==> src/rtl/alu_pkg.sv <==
// Shared definitions for the bit-serial ALU: operation encodings and FSM states.
package alu_pkg;

    // Operation encodings presented on ALUOp.
    localparam logic [3:0] OP_AND = 4'b0000;
    localparam logic [3:0] OP_OR  = 4'b0001;
    localparam logic [3:0] OP_ADD = 4'b0010;
    localparam logic [3:0] OP_SUB = 4'b0110;
    localparam logic [3:0] OP_NOR = 4'b1100;

    // Controller states. The encoding is also the value seen on the debug port.
    typedef enum logic [1:0] {
        ST_IDLE = 2'd0,
        ST_RUN  = 2'd1,
        ST_DONE = 2'd2
    } state_e;

    // True for the encodings the datapath understands.
    function automatic logic op_supported(input logic [3:0] op);
        return (op == OP_AND) || (op == OP_OR) || (op == OP_ADD) ||
               (op == OP_SUB) || (op == OP_NOR);
    endfunction

endpackage

==> src/rtl/ALU_1_bit.sv <==
// One-bit ALU slice: AND, OR, ADD and NOR on single bits. Subtraction is
// formed by the caller (inverted B, carry-in 1); unknown ops give 0.
module ALU_1_bit
    import alu_pkg::*;
(
    input  logic       a,
    input  logic       b,
    input  logic       carry_in,
    input  logic [3:0] op,
    output logic       result,
    output logic       carry_out
);

    // Combinational bit function and full-adder carry.
    always_comb begin
        result    = 1'b0;
        carry_out = (a & b) | (a & carry_in) | (b & carry_in);
        case (op)
            OP_AND:  result = a & b;
            OP_OR:   result = a | b;
            OP_ADD:  result = a ^ b ^ carry_in;
            OP_NOR:  result = ~(a | b);
            default: result = 1'b0;
        endcase
    end

endmodule

==> src/rtl/bit_serial_alu.sv <==
// Bit-serial ALU: processes one operand bit per cycle, LSB first, through a
// single ALU_1_bit slice. Carry chain, result masking and flags live here.
//
// Handshake: start is sampled only in IDLE; an accepted start latches a, b and
// ALUOp. busy stays high through RUN and DONE, and done is a one-cycle pulse in
// DONE when result and flags are valid. result/flags hold until the next
// accepted start. start while busy is ignored. Intended for WIDTH >= 2.
module bit_serial_alu
    import alu_pkg::*;
#(
    parameter int WIDTH = 64
) (
    input  logic             clk,
    input  logic             reset,
    input  logic             start,
    input  logic [WIDTH-1:0] a,
    input  logic [WIDTH-1:0] b,
    input  logic [3:0]       ALUOp,
    output logic             busy,
    output logic             done,
    output logic [WIDTH-1:0] result,
    output logic             zero,
    output logic             carry_out,
    output logic             overflow,
    output logic [1:0]       state
);

    localparam int CW = (WIDTH > 1) ? $clog2(WIDTH) : 1;

    localparam logic [1:0] IDLE = ST_IDLE;
    localparam logic [1:0] RUN  = ST_RUN;
    localparam logic [1:0] DONE = ST_DONE;

    logic [1:0]       state_q;
    logic [WIDTH-1:0] a_sh;
    logic [WIDTH-1:0] b_sh;
    logic [3:0]       op_q;
    logic [CW-1:0]    cnt_q;
    logic             carry_q;

    logic             is_sub;
    logic             is_arith;
    logic [3:0]       slice_op;
    logic             slice_b;
    logic             slice_res;
    logic             slice_cout;
    logic             bit_res;
    logic             last_bit;
    logic [WIDTH-1:0] next_result;

    ALU_1_bit u_slice (
        .a         (a_sh[0]),
        .b         (slice_b),
        .carry_in  (carry_q),
        .op        (slice_op),
        .result    (slice_res),
        .carry_out (slice_cout)
    );

    // Operand conditioning for the slice and result-bit masking.
    always_comb begin
        is_sub      = (op_q == OP_SUB);
        is_arith    = (op_q == OP_ADD) || is_sub;
        slice_op    = is_sub ? OP_ADD : op_q;
        slice_b     = is_sub ? ~b_sh[0] : b_sh[0];
        bit_res     = op_supported(op_q) ? slice_res : 1'b0;
        last_bit    = (cnt_q == CW'(WIDTH - 1));
        next_result = (result >> 1) | (WIDTH'(bit_res) << (WIDTH - 1));
    end

    assign busy  = (state_q == RUN) || (state_q == DONE);
    assign done  = (state_q == DONE);
    assign state = state_q;

    // Controller and serial datapath.
    always_ff @(posedge clk) begin
        if (reset) begin
            state_q   <= IDLE;
            a_sh      <= '0;
            b_sh      <= '0;
            op_q      <= '0;
            cnt_q     <= '0;
            carry_q   <= 1'b0;
            result    <= '0;
            zero      <= 1'b0;
            carry_out <= 1'b0;
            overflow  <= 1'b0;
        end else begin
            case (state_q)
                IDLE: begin
                    if (start) begin
                        state_q   <= RUN;
                        a_sh      <= a;
                        b_sh      <= b;
                        op_q      <= ALUOp;
                        cnt_q     <= '0;
                        carry_q   <= (ALUOp == OP_SUB);
                        result    <= '0;
                        zero      <= 1'b0;
                        carry_out <= 1'b0;
                        overflow  <= 1'b0;
                    end
                end
                RUN: begin
                    a_sh    <= a_sh >> 1;
                    b_sh    <= b_sh >> 1;
                    result  <= next_result;
                    carry_q <= slice_cout;
                    if (last_bit) begin
                        // carry_q still holds the carry into the MSB here.
                        state_q   <= DONE;
                        zero      <= (next_result == '0);
                        carry_out <= is_arith & slice_cout;
                        overflow  <= is_arith & (carry_q ^ slice_cout);
                    end else begin
                        cnt_q <= cnt_q + 1'b1;
                    end
                end
                DONE: begin
                    state_q <= IDLE;
                end
                default: begin
                    state_q <= IDLE;
                end
            endcase
        end
    end

endmodule

==> config.mk <==
export PLATFORM = sky130hd
export DESIGN_NAME = bit_serial_alu
export DESIGN_NICKNAME = d
export VERILOG_FILES = /design/src/rtl/alu_pkg.sv /design/src/rtl/ALU_1_bit.sv /design/src/rtl/bit_serial_alu.sv
export SDC_FILE = /design/constraint.sdc
export NUM_CORES = 1
export LEC_CHECK = 0
export ABC_AREA = 1
export BUFFER_PORTS_ARGS = -buffer_cell sky130_fd_sc_hd__buf_2
export CELL_PAD_IN_SITES_DETAIL_PLACEMENT = 1
export CELL_PAD_IN_SITES_GLOBAL_PLACEMENT = 2
export CORE_MARGIN = 5
export CORE_UTILIZATION = 25
export DETAILED_ROUTE_END_ITERATION = 8
export GPL_TIMING_DRIVEN = 0
export PLACE_DENSITY = 0.76
export SYNTH_ARGS = -nofsm -noshare
export SYNTH_HDL_FRONTEND = slang
export SYNTH_SLANG_ARGS = --single-unit
==> constraint.sdc <==
create_clock -name clk -period 2.2 [get_ports clk]
set_clock_uncertainty 0.15 [all_clocks]
set_input_delay 0.11 -clock clk [delete_from_list [all_inputs] [get_ports clk]]
set_output_delay 0.11 -clock clk [all_outputs]
set_load 0.1 [all_outputs]
==> flow_summary.ini <==
[run_status]
status = completed

[logic_synthesis]
ys.flop_type = dfxtp_1
ys_seq_area_frac = 0.475
synth_area_leaders = dfxtp_1 47%, nand2_1 19%, a31oi_1 9.1%
netlist_top_cells_count = 441 x nand2_1, 208 x dfxtp_1, 127 x a31oi_1
ys_types = 29
synth_seq_cells = 208
syn_nets = 1364
synth_top_area_frac = 0.475
synth_edf_count = 0
async_flop_share = 0
synth.most_common_cell = nand2_1
syn_avg_cell_area_um2 = 7.18
synth_top_cell_by_area = dfxtp_1
syn_area_mm2 = 0.00877
synthCells = 1222
ys.warnings.count = 0

[grt]
grt_use_total = 0.164
grt_overflow = 0
grt_max_degree = 14
antenna_found_initial = 3
grt_pass1_vias = 10100
grt_pass1_wl_um = 53200

[floorplan]
die_w_um = 197
start_util = 0.253
die_area_mm2 = 0.0389
fp.coreArea_mm2 = 0.0346
ios = 206
rows = 68
die_y_um = 197

[routing]
drt-initial-drc-count = 395
ant_nets = 0
route.met3.wl_um = 1900
wl_met1_um = 15200
drt_pass1_iterations = 4
wl_per_cell_um = 15.8
routed_via_density = 4.63
vias = 9608
wl_um = 32900
highest_layer = met5
drc_errors = 0
wl_met2_um = 15000

[power_and_ir_drop]
power.internal_w = 0.00743
combinationalPowerShare = 0.186
clkPwrFrac = 0.407
p_leak_nw = 5.44
p_seq_frac = 0.406
power_switching_w = 0.00317
p_per_area_mw_per_mm2 = 830
power.total_w = 0.0106
switching_share = 0.299
vdd_drop_max_uv = 604

[cts]
cts.sinks = 208
clockBufferDepth = 3
cts_root_buffer = clkbuf_16
cts_tree = done
clk_pin_slew_worst_paths_ns = 0.06
clock_latency_ns = 0.54
htreeDepth = 1
cts_buffers = 27

[final_layout]
seqCellArea_mm2 = 0.00417
area_growth_pct = 45.5
drive_above_1_share = 0.206
final_nets = 1741
utilization = 0.369
multi_input_area_mm2 = 0.00395
fillers = 4289

[sta]
rsz0062_at_grt = true
final.period_utilization = 0.973
fin_ws_ns = 0.0599
fmax_ghz = 0.467
whs_ns = 0.0150
hold_violations = 0
setup_violations = 0
slew_headroom = 0.639
finalMaxSlewViolations = 0
final.min_clock_period_ns = 2.14
tightest_slew_ns = 0.542

[setup_path]
cp_max_fo = 3
arrival_ns = 2.45
crit_required_ns = 2.51
criticalPathCategory = register to register
end_kind = register
start_kind = register

[place]
io_buffers = 204
dpl.hpwl_um = 22200
pre_cts_ws_ns = -0.137
gp_congestion = 0.775

[flow_run]
drv_cap = 0

[hold_path]
hold_path.class = primary input to register
==> logic make-up (layout without fill, tap and decap cells) <==
| kind of cell | count (synthesis) | after routing | synth area share |
|---|---|---|---|
| buffers and inverters | 161 | 559 | 0.0781 |
| AOI/OAI and AO/OA | 347 | 347 | 0.218 |
| other | 0 | 2 | 0 |
| xor gates and xnor gates | 1 | 1 | 0.000998 |
| DFF | 208 | 208 | 0.475 |
| adders and majority gates | 7 | 7 | 0.0108 |
| and+or+nand+nor | 498 | 498 | 0.217 |
==> state kept, by name, indices dropped and copies added (netlist names) <==
register   flops
a_sh          64
b_sh          64
result        64
cnt_q          6
op_q           4
state          2
carry_out      1
carry_q        1
overflow       1
zero           1
==> worst max-delay path, stage by stage (launching register included) <==
cell and delay, ns:
dfxtp_2 0.33, inv_2 0.05, nor2_4 0.09, nand2_2 0.07
inv_2 0.07, nand2_2 0.06, xor2_2 0.17, fa_1 0.51
inv_1 0.04, nand2_1 0.05, nand2_1 0.05, nand2_1 0.07
nand2_2 0.08, nor2_2 0.09, nand2_1 0.05, a21oi_1 0.11
==> power groups by stage <==
stage                     Clock [W]  Combinational, W  Sequential (W)
final                       0.00432           0.00197         0.00431
after global placement            0           0.00168         0.00437
after global routing        0.00460           0.00220         0.00435
after detailed placement          0           0.00171         0.00438
after CTS                   0.00445           0.00195         0.00431
after floorplan                   0           0.00107         0.00440
==> layer usage <==
| metal | up-vias | GRT usage |
|---|---|---|
| met5 | - | 0 |
| met4 | 2 | 0.0398 |
| met3 | 49 | 0.0401 |
| met2 | 186 | 0.272 |
| met1 | 4562 | 0.216 |
| li1 | 4809 | - |
==> final timing paths <==
check	startpoint	end	slack [ns]	depth (start not counted)
min	reset	cnt_q[4]	0.02	4
max reg2reg	op_q[1]	zero	0.06	15
max	op_q[1]	zero	0.06	15
min reg2reg	cnt_q[4]	cnt_q[4]	0.31	2
==> per-stage QoR <==
step                      cell area [um^2]  TNS [ns]  std cells
final                                12800         0       2077
after global routing                 12800    -0.109       2076
after CTS                            12700   -0.0103       2073
after detailed placement             10400    -0.380       1881
after global placement               10400    -0.136       1881
after floorplan                       8780         0       1222
==> cell usage in the layout, fill, tap and decap left out, types with 2 or more instances in the layout <==
| cell | count |
|---|---|
| nand2_1 | 438 |
| buf_2 | 225 |
| dfxtp_1 | 205 |
| dlygate4sd3_1 | 137 |
| a31oi_1 | 127 |
| o21ai_0 | 106 |
| a21oi_1 | 78 |
| inv_1 | 64 |
| nor2_1 | 39 |
| clkbuf_1 | 36 |
| o21ai_1 | 32 |
| clkbuf_16 | 27 |
| clkbuf_2 | 17 |
| buf_4 | 14 |
| clkbuf_4 | 9 |
| clkinv_2 | 7 |
| nand3_1 | 6 |
| ha_1 | 6 |
| buf_6 | 5 |
| clkbuf_8 | 5 |
| inv_2 | 4 |
| nand2_2 | 4 |
| nand4_1 | 3 |
| clkinvlp_4 | 3 |
| dfxtp_2 | 3 |
| diode_2 | 2 |
| nor2_4 | 2 |
| inv_6 | 2 |
| buf_1 | 2 |
| nor2_2 | 2 |
| and2_0 | 2 |
==> timing repair <==
item / CTS / global route
setup endpoints to repair: 17 / 161
setup buffers: 5 / 2
endpoints found under the hold margin: 136 / 0
gates resized for setup: 12 / 56
pin swaps: 4 / 4
hold buffers: 137 / 0
==> final cells by class <==
type                    instances  share of cell area
multi-input cells             853               0.310
flip-flops and latches        208               0.326
well taps                     455              0.0446
inverters                      69              0.0207
clock buffers                  38              0.0601
clock inverters                12             0.00755
plain buffers                  92              0.0393
repair buffers                348               0.191
diodes                          2            0.000392
Note: power is estimated with default switching activity, not from simulation.
